### config.mk
export PLATFORM = sky130hd
export DESIGN_NAME = out_channel_fifo
export DESIGN_NICKNAME = d
export VERILOG_FILES = /design/src/rtl/out_channel_fifo.sv
export SDC_FILE = /design/constraint.sdc
export NUM_CORES = 1
export LEC_CHECK = 0
export ABC_AREA = 1
export BUFFER_PORTS_ARGS = -buffer_cell sky130_fd_sc_hd__buf_2
export CAP_MARGIN = 10
export CORE_MARGIN = 2
export CORE_UTILIZATION = 50
export CTS_CLUSTER_SIZE = 16
export DETAILED_ROUTE_END_ITERATION = 8
export GPL_ROUTABILITY_DRIVEN = 0
export PLACE_DENSITY = 0.74
export SYNTH_ARGS = -nofsm -noshare
export SYNTH_HDL_FRONTEND = slang
export SYNTH_SLANG_ARGS = --single-unit
export TNS_END_PERCENT = 5
### constraint.sdc
create_clock -name clock -period 1.7 [get_ports clock]
set_input_delay 0.255 -clock clock [delete_from_list [all_inputs] [get_ports clock]]
set_output_delay 0.255 -clock clock [all_outputs]
set_load 0.02 [all_outputs]
### src/rtl/out_channel_fifo.sv
// Synchronous receive FIFO for the out channel. Pointers carry one extra wrap bit so that
// full and empty can be told apart; push is allowed at full when a pop happens in the same cycle.
module out_channel_fifo #(
  parameter int Width = 12,
  parameter int Depth = 4
) (
  input  logic             clock,
  input  logic             reset,
  input  logic             push,
  input  logic             pop,
  input  logic [Width-1:0] wdata,
  output logic [Width-1:0] rdata,
  output logic             full,
  output logic             empty
);

  localparam int AW = $clog2(Depth);
  localparam logic [AW:0] PtrOne = (AW+1)'(1);

  logic [AW:0]      wr_ptr_r;
  logic [AW:0]      rd_ptr_r;
  logic [Width-1:0] mem_r [Depth];
  logic             do_push_s;
  logic             do_pop_s;

  assign empty     = (wr_ptr_r == rd_ptr_r);
  assign full      = (wr_ptr_r[AW] != rd_ptr_r[AW]) && (wr_ptr_r[AW-1:0] == rd_ptr_r[AW-1:0]);
  assign do_pop_s  = pop && !empty;
  assign do_push_s = push && (!full || do_pop_s);
  assign rdata     = mem_r[rd_ptr_r[AW-1:0]];

  // Read/write pointer update
  always_ff @(posedge clock) begin
    if (reset) begin
      wr_ptr_r <= '0;
      rd_ptr_r <= '0;
    end else begin
      if (do_push_s) begin
        wr_ptr_r <= wr_ptr_r + PtrOne;
      end
      if (do_pop_s) begin
        rd_ptr_r <= rd_ptr_r + PtrOne;
      end
    end
  end

  // Word storage; contents are don't-care until the pointers say otherwise
  always_ff @(posedge clock) begin
    if (do_push_s) begin
      mem_r[wr_ptr_r[AW-1:0]] <= wdata;
    end
  end

endmodule

==> summary.txt, run 1 <==
Floorplanning
  • Ports: 30
  • Num rows: 24
  • Die W: around 71 um
  • Placeable Area: between 0.004 and 0.005 mm^2
  • Die height: 70.8 um
  • Initial core utilization: 0.516
  • DIE AREA: roughly 0.005 mm^2

STA
  • Slew margin rel.: 0.850
  • Fin worst setup slack: around 74 ps
  • WHS: between 150 and 200 ps
  • Period utilization: 0.957
  • Fmax: 615 MHz
  • # setup viols final: 0
  • Final Skew: around 3.8 ps
  • Slew @ Worst Pin: around 220 ps
  • Period minus WS final: between 1500 and 2000 ps
  • RSZ-0062 raised after global routing: true
  • Max Slew Vio Count: 0
  • Final count of hold timing violations: 0

Synthesis
  • Yosys cell types: 19
  • Yosys Warn Count: 0
  • Sequential share of the synthesized area: 0.717
  • Mapped Cells: ~180
  • Post-synth net total: a little over 200
  • Largest cells by area after synthesis: edfxtp_1 (65%), dfxtp_1 (7.2%), nor2_1 (5.7%)
  • #FFs+latches synth: between 50 and 60
  • Cell taking the most area after synthesis: edfxtp_1
  • Post-Syn Area: 0.00223 mm^2
  • Area share of the largest cell type after synthesis: 0.646
  • Avg Cell Area, Syn: ~12 um^2

Critical path
  • Crit end category: primary output
  • CP Launch Type: flip-flop
  • R2r startpoint: wr_ptr_r[1]
  • CP max FO: 12
  • Worst endpoint data arrival time: approximately 1400 ps
  • WP data required: between 1000 and 1500 ps
  • Flop-to-flop setup slack: around 140 ps
  • Crit Path Class: reg2out
  • Reg2reg end: mem_r[0][7]
  • Reg2reg path depth: 7

GRT
  • Vias in the first global route: 1387
  • Initial antenna violation count: 0
  • Tot GR Track Use: 0.168
  • Largest net degree at the start of global routing: 25
  • First-pass GRT wire length: ~6.4 mm
  • Grt total ovfl: 0

Worst hold path
  • Hold Crit Depth: 1
  • Worst Hold Launch: wdata[6]
  • Hold Path Class: in2reg
  • Hold Path End: mem_r[1][6]

Layout
  • Synth-to-Final Area Change: 15.0%
  • Nets: 240
  • Final Core Density: 0.594
  • Layout Cells excl Fill: 272
  • Layout cells sized above 1: 0.232
  • Area of the multi-input gates: ~550 um^2
  • Antenna diode count: 0
  • Commonest cells after routing, fill and taps aside: edfxtp_1 (48), nor2_1 (34), buf_2 (29), o21ai_1 (15), nand2_1 (13)
  • Sequential cell area: 0.00160 mm^2
  • Most common cell after layout, fill and taps aside: edfxtp_1
  • Fillcell total: roughly 360

Clocking
  • CTS Buffer Depth: 2
  • Worst-path clk slew: around 90 ps
  • Root buf cell: clkbuf_8
  • Worst skew pair latency: 300 ps
  • CTS Hold Bufs: 0
  • CTS sink cnt: 56
  • Inserted Clock Buffers: 5
  • CTS tree: done
  • H-tree depth: 2

Job
  • Max-cap viol count: 0

Outcome
  • Status: completed

Pwr
  • Lkg Pwr: ~0.98 nW
  • Worst vdd ir: about 0.7 mV
  • Pwr Density: approximately 1100 mW/mm^2

Place
  • Placed instance count: ~260
  • Post-Place Setup Slack: about 120 ps
  • Port bufs: 29
  • Post-DP HPWL: around 2.6 mm

Drt
  • Vias: between 1000 and 1500
  • Final WL: around 3.9 mm
  • First drt pass iteration count: 4
  • Drt drc: 0
  • Number of DRC markers in iteration 0: 100
  • DRT antenna net count: 0
  • Routed WL per cell: between 10 and 15 um
  • Via density: between 5 and 6
Yosys cell counts, drive strengths merged:
cell     n
nor2    34
nand3    5
clkbuf   6
clkinv   2
nand2   15
a21oi    4
o22ai   12
xnor2    1
inv     14
edfxtp  48
o21ai   25
nand4    1
xor2     2
dfxtp    8
ha       5
final cells by class:
type	instances	share of cell area
Clock buffer	7	0.0297
Clock inverter	1	0.00146
Inverter	16	0.0258
Multi-Input combinational cell	104	0.213
Sequential cell	56	0.624
Tap cell	52	0.0253
Timing Repair Buffer	36	0.0799
worst max path at each step:
stage                   endpoint  slack [ps]
floorplan            mem_r[0][0]         -30
global placement    mem_r[3][11]         220
detailed placement  mem_r[3][11]         120
CTS                     rdata[3]          20
global route            rdata[6]         -20
finish                  rdata[6]          70
flip-flops by register name, indices dropped and copies added, names as in the netlist, named ones only:
signal / flops
mem_r: 48
rd_ptr_r: 3
wr_ptr_r: 3
power breakdown:
| part | switching [mW] | internal, mW | total [mW] |
|---|---|---|---|
| clock | 0.380 | 0.288 | 0.668 |
| combinational | 0.412 | 0.217 | 0.629 |
| sequential | 0.0378 | 1.56 | 1.60 |
layer usage:
metal | GRT usage | wire (um)
met5 | 0 | 0
met4 | 0.0377 | 23
met3 | 0.0513 | 174
met2 | 0.314 | 2000
met1 | 0.189 | 1680
stage by stage:
step | TNS (ps) | area, um^2 | total power, mW
floorplan | -1420 | 2230 | 2.04
global placement | 0 | 2470 | 2.24
detailed placement | 0 | 2470 | 2.25
CTS | 0 | 2550 | 2.92
global route | -22.3 | 2570 | 3.06
finish | 0 | 2570 | 2.89
critical path: stages (launching register included):
cell and delay [ps]:
dfxtp_1 390, buf_4 210, o21ai_0 130, o22ai_1 160
buf_2 180
cell families (layout without fill, tap and decap cells):
family / after synthesis / in the layout / synth area share
and+or+nand+nor: 55 / 55 / 0.104
xor gates and xnor gates: 3 / 3 / 0.0151
buffers and inverters: 22 / 60 / 0.0370
AOI/OAI and AO/OA: 41 / 41 / 0.0987
DFF: 56 / 56 / 0.717
adders and majority gates: 5 / 5 / 0.0280
what timing repair did:
item / 4_1_cts / 5_1_grt
buffers inserted: 0 / 0
setup endpoints to repair: 0 / 24
gates resized for setup: 0 / 6
Note: power is estimated with default switching activity, not from simulation.
==> run 2: changes to the inputs <==
RECOVER_POWER = 25   (was unset)
==> run 2 against run 1 <==
  * Non-clock buffer count stayed put
  * Global-route usage stayed put
  * Clock power hardly changed
  * Critical path depth stayed put
  * Largest cell class unchanged
  * Sequential power hardly changed
  * Register-to-register slack hardly changed
  * Flip-flop and latch count stayed put
  * Utilization is 0.17 points lower
  * First-iteration DRC count is 23% lower
  * Combinational power hardly changed
  * Largest power group unchanged
  * Critical path type unchanged
==> summary.txt, run 2 (synthesis results as in run 1) <==
Outcome
  • Status: completed

Job
  • Max-cap viol count: 0

Critical path
  • WP data required: ~1400 ps
  • Largest delay share family, worst path: flip-flops
  • CP Launch Type: flip-flop
  • Crit Path Class: reg2out
  • Flop-to-flop setup slack: 130 ps
  • Worst endpoint data arrival time: 1360 ps
  • CP max FO: 12
  • Reg2reg path depth: 7
  • Bufs and invs on worst path: 2
  • Crit path max-delay cell type: dfxtp_1
  • Reg2reg end: mem_r[0][2]
  • Crit path cell chain: buf_4 -> o21ai_0 -> o22ai_1 -> buf_2
  • Crit end category: primary output
  • R2r startpoint: wr_ptr_r[1]
  • Largest stage delay on the critical path: around 390 ps

Clocking
  • CTS Buffer Depth: 2
  • Worst skew pair latency: ~300 ps
  • Root buf cell: clkbuf_8
  • H-tree depth: 2
  • CTS tree: done
  • Inserted Clock Buffers: 5
  • CTS Hold Bufs: 0
  • CTS sink cnt: between 50 and 60
  • Worst-path clk slew: ~90 ps

Layout
  • Antenna diode count: 0
  • Design Area, Final: about 0.0026 mm^2
  • Final Core Density: 0.592
  • Layout cells sized above 1: 0.205
  • Sequential cell area: 0.00160 mm^2
  • Max reg flops: 48
  • Fillcell total: about 360
  • Nets: 240
  • Synth-to-Final Area Change: 14.7%
  • Area of the multi-input gates: approximately 550 um^2
  • Commonest cells after routing, fill and taps aside: edfxtp_1 (48), nor2_1 (34), buf_2 (23), o21ai_1 (15), nand2_1 (13)
  • Most common cell after layout, fill and taps aside: edfxtp_1

Floorplanning
  • Placeable Area: approximately 0.0043 mm^2
  • Initial core utilization: 0.516
  • Die height: ~71 um
  • Ports: 30
  • Num rows: 24
  • DIE AREA: between 0.005 and 0.006 mm^2
  • Die W: approximately 71 um

STA
  • Slew @ Worst Pin: 232 ps
  • Max Slew Vio Count: 0
  • Fmax: a little over 600 MHz
  • WHS: around 170 ps
  • # setup viols final: 0
  • Period utilization: 0.952
  • Period minus WS final: 1620 ps
  • Slew margin rel.: 0.845
  • Final count of hold timing violations: 0
  • RSZ-0062 raised after global routing: true
  • Final Skew: between 5 and 6 ps

Pwr
  • Total Power Consumption: between 2 and 3 mW
  • Lkg Pwr: approximately 0.97 nW
  • Worst vdd ir: about 0.7 mV
  • Pwr Density: 1130 mW/mm^2

Worst hold path
  • Hold Path Class: in2reg
  • Hold Crit Depth: 1
  • Hold Path End: mem_r[3][11]
  • Worst Hold Launch: wdata[11]

Drt
  • Via density: ~5.1
  • Vias: approximately 1400
  • DRT antenna net count: 0
  • Routed WL per cell: roughly 14 um
  • Drt drc: 0
  • Number of DRC markers in iteration 0: 77
  • Final WL: about 3.9 mm
  • First drt pass iteration count: 4

GRT
  • Grt total ovfl: 0
  • Largest net degree at the start of global routing: 25
  • Initial antenna violation count: 0
  • First-pass GRT wire length: 6.37 mm
  • Vias in the first global route: ~1400
  • Tot GR Track Use: 0.168

Place
  • Cell Area, Placed: around 0.0025 mm^2
  • Port bufs: 29
  • Post-DP HPWL: 2.62 mm
run 2: timing repair:
item                                   4_1_cts  5_1_grt
setup endpoints to repair                    0       24
buffers inserted                             0        0
resized for setup                            0        6
endpoints found under the hold margin        0        0
run 2: worst max path at each step:
| stage | to | slack (ps) | depth (start not counted) |
|---|---|---|---|
| global route | rdata[6] | -20 | 4 |
| finish | rdata[6] | 80 | 4 |
| detailed placement | mem_r[3][11] | 120 | 7 |
| global placement | mem_r[3][11] | 220 | 7 |
| CTS | rdata[3] | 20 | 4 |
| floorplan | mem_r[0][0] | -30 | 6 |
run 2: layout make-up:
class / instances / share of cell area
inverters: 16 / 0.0259
flip-flops and latches: 56 / 0.626
well taps: 52 / 0.0254
multi-input cells: 104 / 0.214
clock inverters: 1 / 0.00147
repair buffers: 36 / 0.0772
clock buffers: 7 / 0.0298
run 2: worst reg2reg max path, cell delays in order (launching register included):
cell and delay (ps):
dfxtp_1 410, inv_1 100, nand2_1 60, nand2_1 100, nand4_2 140, nand2_2 120
nor2_1 120, buf_4 230
run 2: per-stage QoR:
| step | setup TNS, ps | std cells | setup slack [ps] |
|---|---|---|---|
| 2_1_floorplan | -1420 | 182 | -29.7 |
| 3_3_place_gp | 0 | 264 | 221 |
| 3_5_place_dp | 0 | 264 | 115 |
| 4_1_cts | 0 | 272 | 23.0 |
| 5_1_grt | -22.3 | 272 | -16.2 |
| 6_report | 0 | 272 | 81.6 |
run 2: power by group:
part,total [mW],switching (mW),internal (mW)
registers,1.60,0.0379,1.56
clock network,0.667,0.379,0.288
logic,0.627,0.413,0.215
total,2.89,0.829,2.06
run 2: per-layer routing:
| metal | up-vias | part of all wire | GRT usage |
|---|---|---|---|
| li1 | 718 | - | - |
| met1 | 634 | 0.42 | 0.189 |
| met2 | 40 | 0.52 | 0.314 |
| met3 | 0 | 0.054 | 0.0513 |
| met4 | 0 | 0 | 0.0377 |
| met5 | - | 0 | 0 |
